<file path="src/rtl/lot_pkg.sv">
// lot_pkg: shared gate FSM state type and seven-segment codes for the parking-lot counter
package lot_pkg;

    typedef enum logic [2:0] {
        G_IDLE,
        G_IN1,
        G_IN12,
        G_IN2,
        G_OUT2,
        G_OUT21,
        G_OUT1,
        G_ERR
    } gate_state_t;

    localparam logic [6:0] SEG_0     = 7'h3F;
    localparam logic [6:0] SEG_1     = 7'h06;
    localparam logic [6:0] SEG_2     = 7'h5B;
    localparam logic [6:0] SEG_3     = 7'h4F;
    localparam logic [6:0] SEG_4     = 7'h66;
    localparam logic [6:0] SEG_5     = 7'h6D;
    localparam logic [6:0] SEG_6     = 7'h7D;
    localparam logic [6:0] SEG_7     = 7'h07;
    localparam logic [6:0] SEG_8     = 7'h7F;
    localparam logic [6:0] SEG_9     = 7'h6F;
    localparam logic [6:0] SEG_BLANK = 7'h00;

    function automatic logic [6:0] seg7(input logic [6:0] d);
        case (d)
            7'd0:    return SEG_0;
            7'd1:    return SEG_1;
            7'd2:    return SEG_2;
            7'd3:    return SEG_3;
            7'd4:    return SEG_4;
            7'd5:    return SEG_5;
            7'd6:    return SEG_6;
            7'd7:    return SEG_7;
            7'd8:    return SEG_8;
            7'd9:    return SEG_9;
            default: return SEG_BLANK;
        endcase
    endfunction

endpackage

</file>
<file path="src/rtl/lot_gate_fsm.sv">
// lot_gate_fsm: debounces one sensor pair and decodes entry/exit/abort sequences for one gate
module lot_gate_fsm
    import lot_pkg::*;
#(
    parameter int DEBOUNCE = 4,
    parameter int TIMEOUT  = 200
) (
    input  logic clk,
    input  logic rst,
    input  logic sens1_i,
    input  logic sens2_i,
    output logic inc_o,
    output logic dec_o,
    output logic err_o
);

    localparam int DW = $clog2(DEBOUNCE + 1);
    localparam int TW = $clog2(TIMEOUT + 1);
    localparam logic [DW-1:0] DB_MAX  = DW'(DEBOUNCE - 1);
    localparam logic [TW-1:0] TMO_MAX = TW'(TIMEOUT - 1);

    logic [1:0]    sync1_q, sync2_q, filt_q, filt_d;
    logic [DW-1:0] db_q [2];
    logic [DW-1:0] db_d [2];
    gate_state_t   state_q, state_d;
    logic [TW-1:0] tmo_q, tmo_d;
    logic          inc_q, inc_d, dec_q, dec_d, err_q, err_d;

    // a filtered bit flips only after DEBOUNCE consecutive samples disagree with it
    always_comb begin
        filt_d = filt_q;
        db_d   = db_q;
        for (int i = 0; i < 2; i++) begin
            db_d[i]   = (sync2_q[i] == filt_q[i] || db_q[i] == DB_MAX) ? '0 : db_q[i] + 1'b1;
            filt_d[i] = (sync2_q[i] != filt_q[i] && db_q[i] == DB_MAX) ? sync2_q[i] : filt_q[i];
        end
    end

    // sequence decode on {s1,s2}; backing out is legal, anything else aborts
    always_comb begin
        state_d = state_q;
        case (state_q)
            G_IDLE:  state_d = filt_q == 2'b10 ? G_IN1  : filt_q == 2'b01 ? G_OUT2  : filt_q == 2'b11 ? G_ERR  : G_IDLE;
            G_IN1:   state_d = filt_q == 2'b10 ? G_IN1  : filt_q == 2'b11 ? G_IN12  : filt_q == 2'b00 ? G_IDLE : G_ERR;
            G_IN12:  state_d = filt_q == 2'b11 ? G_IN12 : filt_q == 2'b01 ? G_IN2   : filt_q == 2'b10 ? G_IN1  : G_ERR;
            G_IN2:   state_d = filt_q == 2'b01 ? G_IN2  : filt_q == 2'b00 ? G_IDLE  : filt_q == 2'b11 ? G_IN12 : G_ERR;
            G_OUT2:  state_d = filt_q == 2'b01 ? G_OUT2 : filt_q == 2'b11 ? G_OUT21 : filt_q == 2'b00 ? G_IDLE : G_ERR;
            G_OUT21: state_d = filt_q == 2'b11 ? G_OUT21 : filt_q == 2'b10 ? G_OUT1 : filt_q == 2'b01 ? G_OUT2 : G_ERR;
            G_OUT1:  state_d = filt_q == 2'b10 ? G_OUT1 : filt_q == 2'b00 ? G_IDLE  : filt_q == 2'b11 ? G_OUT21 : G_ERR;
            G_ERR:   state_d = filt_q == 2'b00 ? G_IDLE : G_ERR;
            default: state_d = G_IDLE;
        endcase
        if (state_d == state_q && state_q != G_IDLE && state_q != G_ERR && tmo_q == TMO_MAX)
            state_d = G_ERR;
        tmo_d = (state_d != state_q || state_q == G_IDLE || state_q == G_ERR) ? '0 : tmo_q + 1'b1;
        inc_d = state_q == G_IN2 && state_d == G_IDLE;
        dec_d = state_q == G_OUT1 && state_d == G_IDLE;
        err_d = state_q != G_ERR && state_d == G_ERR;
    end

    // synchroniser, debouncer, FSM and one-clock event registers
    always_ff @(posedge clk or posedge rst) begin
        if (rst) begin
            sync1_q <= '0;
            sync2_q <= '0;
            filt_q  <= '0;
            db_q    <= '{default: '0};
            state_q <= G_IDLE;
            tmo_q   <= '0;
            inc_q   <= 1'b0;
            dec_q   <= 1'b0;
            err_q   <= 1'b0;
        end else begin
            sync1_q <= {sens1_i, sens2_i};
            sync2_q <= sync1_q;
            filt_q  <= filt_d;
            db_q    <= db_d;
            state_q <= state_d;
            tmo_q   <= tmo_d;
            inc_q   <= inc_d;
            dec_q   <= dec_d;
            err_q   <= err_d;
        end
    end

    assign inc_o = inc_q;
    assign dec_o = dec_q;
    assign err_o = err_q;

endmodule

</file>
<file path="src/rtl/lot_counter_multi.sv">
// lot_counter_multi: multi-gate parking-lot occupancy counter with saturation, error status and 7-segment display
module lot_counter_multi
    import lot_pkg::*;
#(
    parameter int N_GATES  = 2,
    parameter int CAPACITY = 99,
    parameter int DEBOUNCE = 4,
    parameter int TIMEOUT  = 200
) (
    input  logic               clk,
    input  logic               rst,
    input  logic [N_GATES-1:0] sens1,
    input  logic [N_GATES-1:0] sens2,
    input  logic               clr_err,
    output logic [6:0]         count,
    output logic               full,
    output logic [N_GATES-1:0] err_pulse,
    output logic [N_GATES-1:0] err_sticky,
    output logic [6:0]         ones,
    output logic [6:0]         tens
);

    localparam logic signed [9:0] CAP_S = 10'(CAPACITY);

    logic [N_GATES-1:0] inc, dec, err;
    logic [N_GATES-1:0] err_sticky_q;
    logic [3:0]         n_inc, n_dec;
    logic signed [9:0]  sum;
    logic [6:0]         count_q, count_d, ones_q, tens_q, ones_dig, tens_dig;
    logic               full_q;

    for (genvar g = 0; g < N_GATES; g++) begin : g_gate
        lot_gate_fsm #(
            .DEBOUNCE(DEBOUNCE),
            .TIMEOUT (TIMEOUT)
        ) u_gate (
            .clk    (clk),
            .rst    (rst),
            .sens1_i(sens1[g]),
            .sens2_i(sens2[g]),
            .inc_o  (inc[g]),
            .dec_o  (dec[g]),
            .err_o  (err[g])
        );
    end

    // net all gate events into one signed delta and clamp silently to [0, CAPACITY]
    always_comb begin
        n_inc = '0;
        n_dec = '0;
        for (int i = 0; i < N_GATES; i++) begin
            n_inc = n_inc + 4'(inc[i]);
            n_dec = n_dec + 4'(dec[i]);
        end
        sum      = 10'(count_q) + 10'(n_inc) - 10'(n_dec);
        count_d  = sum < 0 ? '0 : sum > CAP_S ? 7'(CAPACITY) : sum[6:0];
        ones_dig = count_q % 7'd10;
        tens_dig = count_q / 7'd10;
    end

    // occupancy, full flag, sticky errors and display digits
    always_ff @(posedge clk or posedge rst) begin
        if (rst) begin
            count_q      <= '0;
            full_q       <= 1'b0;
            err_sticky_q <= '0;
            ones_q       <= SEG_0;
            tens_q       <= SEG_BLANK;
        end else begin
            count_q      <= count_d;
            full_q       <= count_d == 7'(CAPACITY);
            err_sticky_q <= err | (clr_err ? '0 : err_sticky_q);
            ones_q       <= seg7(ones_dig);
            tens_q       <= tens_dig == '0 ? SEG_BLANK : seg7(tens_dig);
        end
    end

    assign count      = count_q;
    assign full       = full_q;
    assign err_pulse  = err;
    assign err_sticky = err_sticky_q;
    assign ones       = ones_q;
    assign tens       = tens_q;

endmodule

</file>
<file path="config.mk">
export PLATFORM = sky130hd
export DESIGN_NAME = lot_counter_multi
export DESIGN_NICKNAME = d
export VERILOG_FILES = /design/src/rtl/lot_pkg.sv /design/src/rtl/lot_gate_fsm.sv /design/src/rtl/lot_counter_multi.sv
export SDC_FILE = /design/constraint.sdc
export NUM_CORES = 1
export LEC_CHECK = 0
export CAP_MARGIN = 5
export CORE_MARGIN = 1
export CORE_UTILIZATION = 62
export CTS_BUF_LIST = sky130_fd_sc_hd__clkbuf_8
export CTS_CLUSTER_DIAMETER = 30
export CTS_CLUSTER_SIZE = 8
export DETAILED_ROUTE_END_ITERATION = 6
export PLACE_DENSITY = 0.9
export SETUP_SLACK_MARGIN = 0.05
export SLEW_MARGIN = 5
export SYNTH_ARGS = -nofsm -noshare
export SYNTH_HDL_FRONTEND = slang
export SYNTH_SLANG_ARGS = --single-unit
</file>
<file path="constraint.sdc">
create_clock -name clk -period 6.4 [get_ports clk]
set_input_delay 1.28 -clock clk [delete_from_list [all_inputs] [get_ports clk]]
set_output_delay 1.28 -clock clk [all_outputs]
set_load 0.005 [all_outputs]
</file>
==> run_results.csv <==
group,metric,value,unit
clock_tree,cts_made_buffers,9,
clock_tree,cts_setup_buffers,0,
setup_path,crit_path_top_delay_cell,"dfrtp_1",
floorplan,fp-row-count,32,
logic_synthesis,yosysSeqAreaShare,0.380,
clock_tree,insertion_delay,360,ps
placed_design,gp_congestion,0.889,
routing,ant_nets,0,
global_routing,antenna_found_initial,0,
run_status,run_status,"completed",
routing,drt_pass1_iterations,5,
logic_synthesis,synth-async-reset-ratio,1.00,
logic_synthesis,syn_area,0.00502,sq mm
sta,finalClockSkew,8.31,ps
logic_synthesis,ys_warn_count,0,
clock_tree,cts.htree.levels,3,
placed_design,dp.cells,637,
global_routing,track_usage,0.248,
clock_tree,cts_resized,0,
floorplan,initial_utilization,0.647,
routing,wl_per_cell,14.7,microns
sta,fin_crit,4380,ps
logic_synthesis,synth-edff-count,0,
cells_and_area,antenna_cells,0,
logic_synthesis,ys_seq_elements,76,
cells_and_area,final_cells,653,
setup_path,arrival,4680,ps
cells_and_area,drive_gt1_frac,0.0853,
clock_tree,clockBufferDepth,2,
logic_synthesis,syn_nets,581,
floorplan,core,0.00777,sq mm
logic_synthesis,synthesis.instances,520,
clock_tree,cts_tree,"yes",
sta,slew_viol_final,0,
routing,vias,3864,
setup_path,critical_path_class,"flip-flop to flip-flop",
clock_tree,cts_root_buf,"clkbuf_8",
sta,worstMarginPinSlew,1090,ps
setup_path,worst_setup_path_end_kind,"flip-flop",
floorplan,die_y,92.0,microns
setup_path,cp_max_fo,13,
job,maxCapViolCount,0,
global_routing,grt_pass1_wl,16800,microns
logic_synthesis,synthFlopType,"dfrtp_1",
setup_path,startpoint_type,"flip-flop",
cells_and_area,final_nets,607,
sta,setup_viol,0,
sta,max-slew-margin-rel,0.253,
global_routing,grt_overflow,0,
sta,hold_viol,0,
routing,wirelength,9600,microns
routing,dr.first_iter.drc_count,251,
hold_path,worstHoldPathType,"flip-flop to flip-flop",
floorplan,ios,33,
setup_path,cp_cell_sequence,"inv_1 > ha_1 > or2_0 > nor4_2 > a311oi_2 > a211oi_2 > a2bb2oi_1 > inv_1 > ha_1 > a211oi_1 > a221oi_1 > o41a_1 > a31oi_2 > o21a_1",
setup_path,critPathMaxStageDelay,620,ps
routing,routed_via_density,5.92,
sta,grt_setup_unrepaired,"false",
floorplan,dieArea,0.00847,sq mm
cells_and_area,stdcell_area,0.00563,sq mm
placed_design,detailed_place.area,0.00538,sq mm
global_routing,grt_pass1_vias,3753,
sta,whs,353,ps
global_routing,grt_max_degree,77,
sta,min_period_over_period,0.684,
clock_tree,postCtsHoldBufs,0,
clock_tree,clk_pin_slew,80,ps
logic_synthesis,ys_types,79,
cells_and_area,area.growth.synth_to_final,12.1,%
clock_tree,cts_sinks,76,
sta,fmaxAchievable,229,MHz
setup_path,crit_required,6700,ps
routing,drc,0,
placed_design,dp_hpwl,6890,microns
sta,tns,0,ps
placed_design,port_buffers,32,
logic_synthesis,avgSynthCellArea,9.66,sq um
floorplan,die_w,92.0,microns
cell families (layout without fill, tap and decap cells):
group                      Yosys count  in the layout  share of synthesized area
and+or+nand+nor                    169            169                      0.169
AOI/OAI and AO/OA                  117            117                      0.178
DFF                                 76             76                      0.380
buffers and inverters               64             95                     0.0533
adders and majority gates           54             54                      0.139
xor gates and xnor gates            28             28                     0.0526
muxes                               12             12                     0.0279
layout by cell type (no fill, tap or decap), types with 4 or more instances in the layout:
| cell type | netlist | layout |
|---|---|---|
| dfrtp_1 | 70 | 70 |
| ha_1 | 51 | 51 |
| nor2_1 | 50 | 50 |
| inv_1 | 45 | 44 |
| nand2_1 | 37 | 37 |
| clkdlybuf4s50_1 | 0 | 32 |
| o21ai_0 | 23 | 23 |
| a21oi_1 | 17 | 17 |
| nand3_1 | 15 | 15 |
| xor2_1 | 15 | 15 |
| xnor2_1 | 12 | 12 |
| o21a_1 | 10 | 10 |
| nand2b_1 | 9 | 9 |
| clkbuf_8 | 0 | 9 |
| mux2i_1 | 8 | 8 |
| nor3_1 | 7 | 7 |
| nor4_1 | 7 | 7 |
| nor2b_1 | 6 | 6 |
| o22ai_1 | 6 | 6 |
| a21o_1 | 6 | 6 |
| and3_1 | 6 | 6 |
| dfstp_2 | 6 | 6 |
| o21bai_1 | 5 | 5 |
| a211oi_1 | 4 | 4 |
| or3_1 | 4 | 4 |
| or4_1 | 4 | 4 |
| o31ai_1 | 4 | 4 |
| nand4_1 | 4 | 4 |
critical path: cells and delay by family (launching register included):
family | cells | cell delay, ps
buf+inv | 2 | 380
flops | 1 | 620
simple gates | 2 | 640
compound gates | 8 | 2180
fa+ha+maj | 2 | 480
through the flow:
step | util | setup WS (ps)
after floorplan | - | 2450
after global placement | 0.693 | 2320
after detailed placement | 0.693 | 2120
after CTS | 0.725 | 2060
after global routing | 0.725 | 1630
final | 0.725 | 2020
cells in the mapped netlist (4+ instances only):
cell type   n  share of area
nor2_1     50          0.037
nor2b_1     6         0.0075
nand2b_1    9          0.011
or3_1       4         0.0050
a21o_1      6         0.0090
xnor2_1    12          0.021
mux2i_1     8          0.016
o21bai_1    5         0.0075
nor3_1      7         0.0070
a21oi_1    17          0.017
o22ai_1     6         0.0075
o31ai_1     4         0.0060
nor4_1      7         0.0087
nand2_1    37          0.028
inv_1      45          0.034
o21a_1     10          0.015
a211oi_1    4         0.0060
dfrtp_1    70           0.35
ha_1       51           0.13
buf_4       5         0.0075
dfstp_2     6          0.031
xor2_1     15          0.026
or4_1       4         0.0060
clkbuf_1   11         0.0082
nand3_1    15          0.015
nand4_1     4         0.0050
and3_1      6         0.0075
o21ai_0    23          0.023
sequential cells by signal, summed over array words and instances (netlist names):
| register | flops |
|---|---|
| g_gate.u_gate.sync2_q | 4 |
| g_gate.u_gate.err_o | 2 |
| count | 7 |
| g_gate.u_gate.filt_q | 4 |
| full | 1 |
| g_gate.u_gate.inc_o | 2 |
| g_gate.u_gate.dec_o | 2 |
| g_gate.u_gate.sync1_q | 4 |
| g_gate.u_gate.state_q | 6 |
| ones | 7 |
| tens | 7 |
| err_sticky | 2 |
| g_gate.u_gate.tmo_q | 16 |
| g_gate.u_gate.db_q | 12 |
routing by layer:
metal	track usage	wire length (microns)
met5	0	0
met3	0.0589	427
met4	0.0911	188
met2	0.427	4880
met1	0.303	4100
worst paths after layout:
check / startpoint / endpoint / slack [ps] / cells past startpoint
min in group asynchronous: rst / g_gate[1].u_gate.sync1_q[1] / 1500 / 3
max in group asynchronous: rst / tens[3] / 4270 / 3
worst min-delay path: g_gate[1].u_gate.sync1_q[1] / g_gate[1].u_gate.sync2_q[1] / 350 / 0
worst max-delay path: count[2] / ones[0] / 2020 / 14
worst min register to register: g_gate[1].u_gate.sync1_q[1] / g_gate[1].u_gate.sync2_q[1] / 350 / 0
worst max register to register: count[2] / ones[0] / 2020 / 14
layout make-up:
class / instances / area, sq um
timing repair buffer: 33 / 328
fill: 551 / 2140
clock inverter: 7 / 123
clock buffer: 9 / 124
tap: 102 / 128
sequential: 76 / 1910
inverter: 46 / 173
multi-input combinational: 380 / 2850
Power is not shown: default switching activity piles up to over one toggle a cycle in this logic, so the estimate is an artifact.
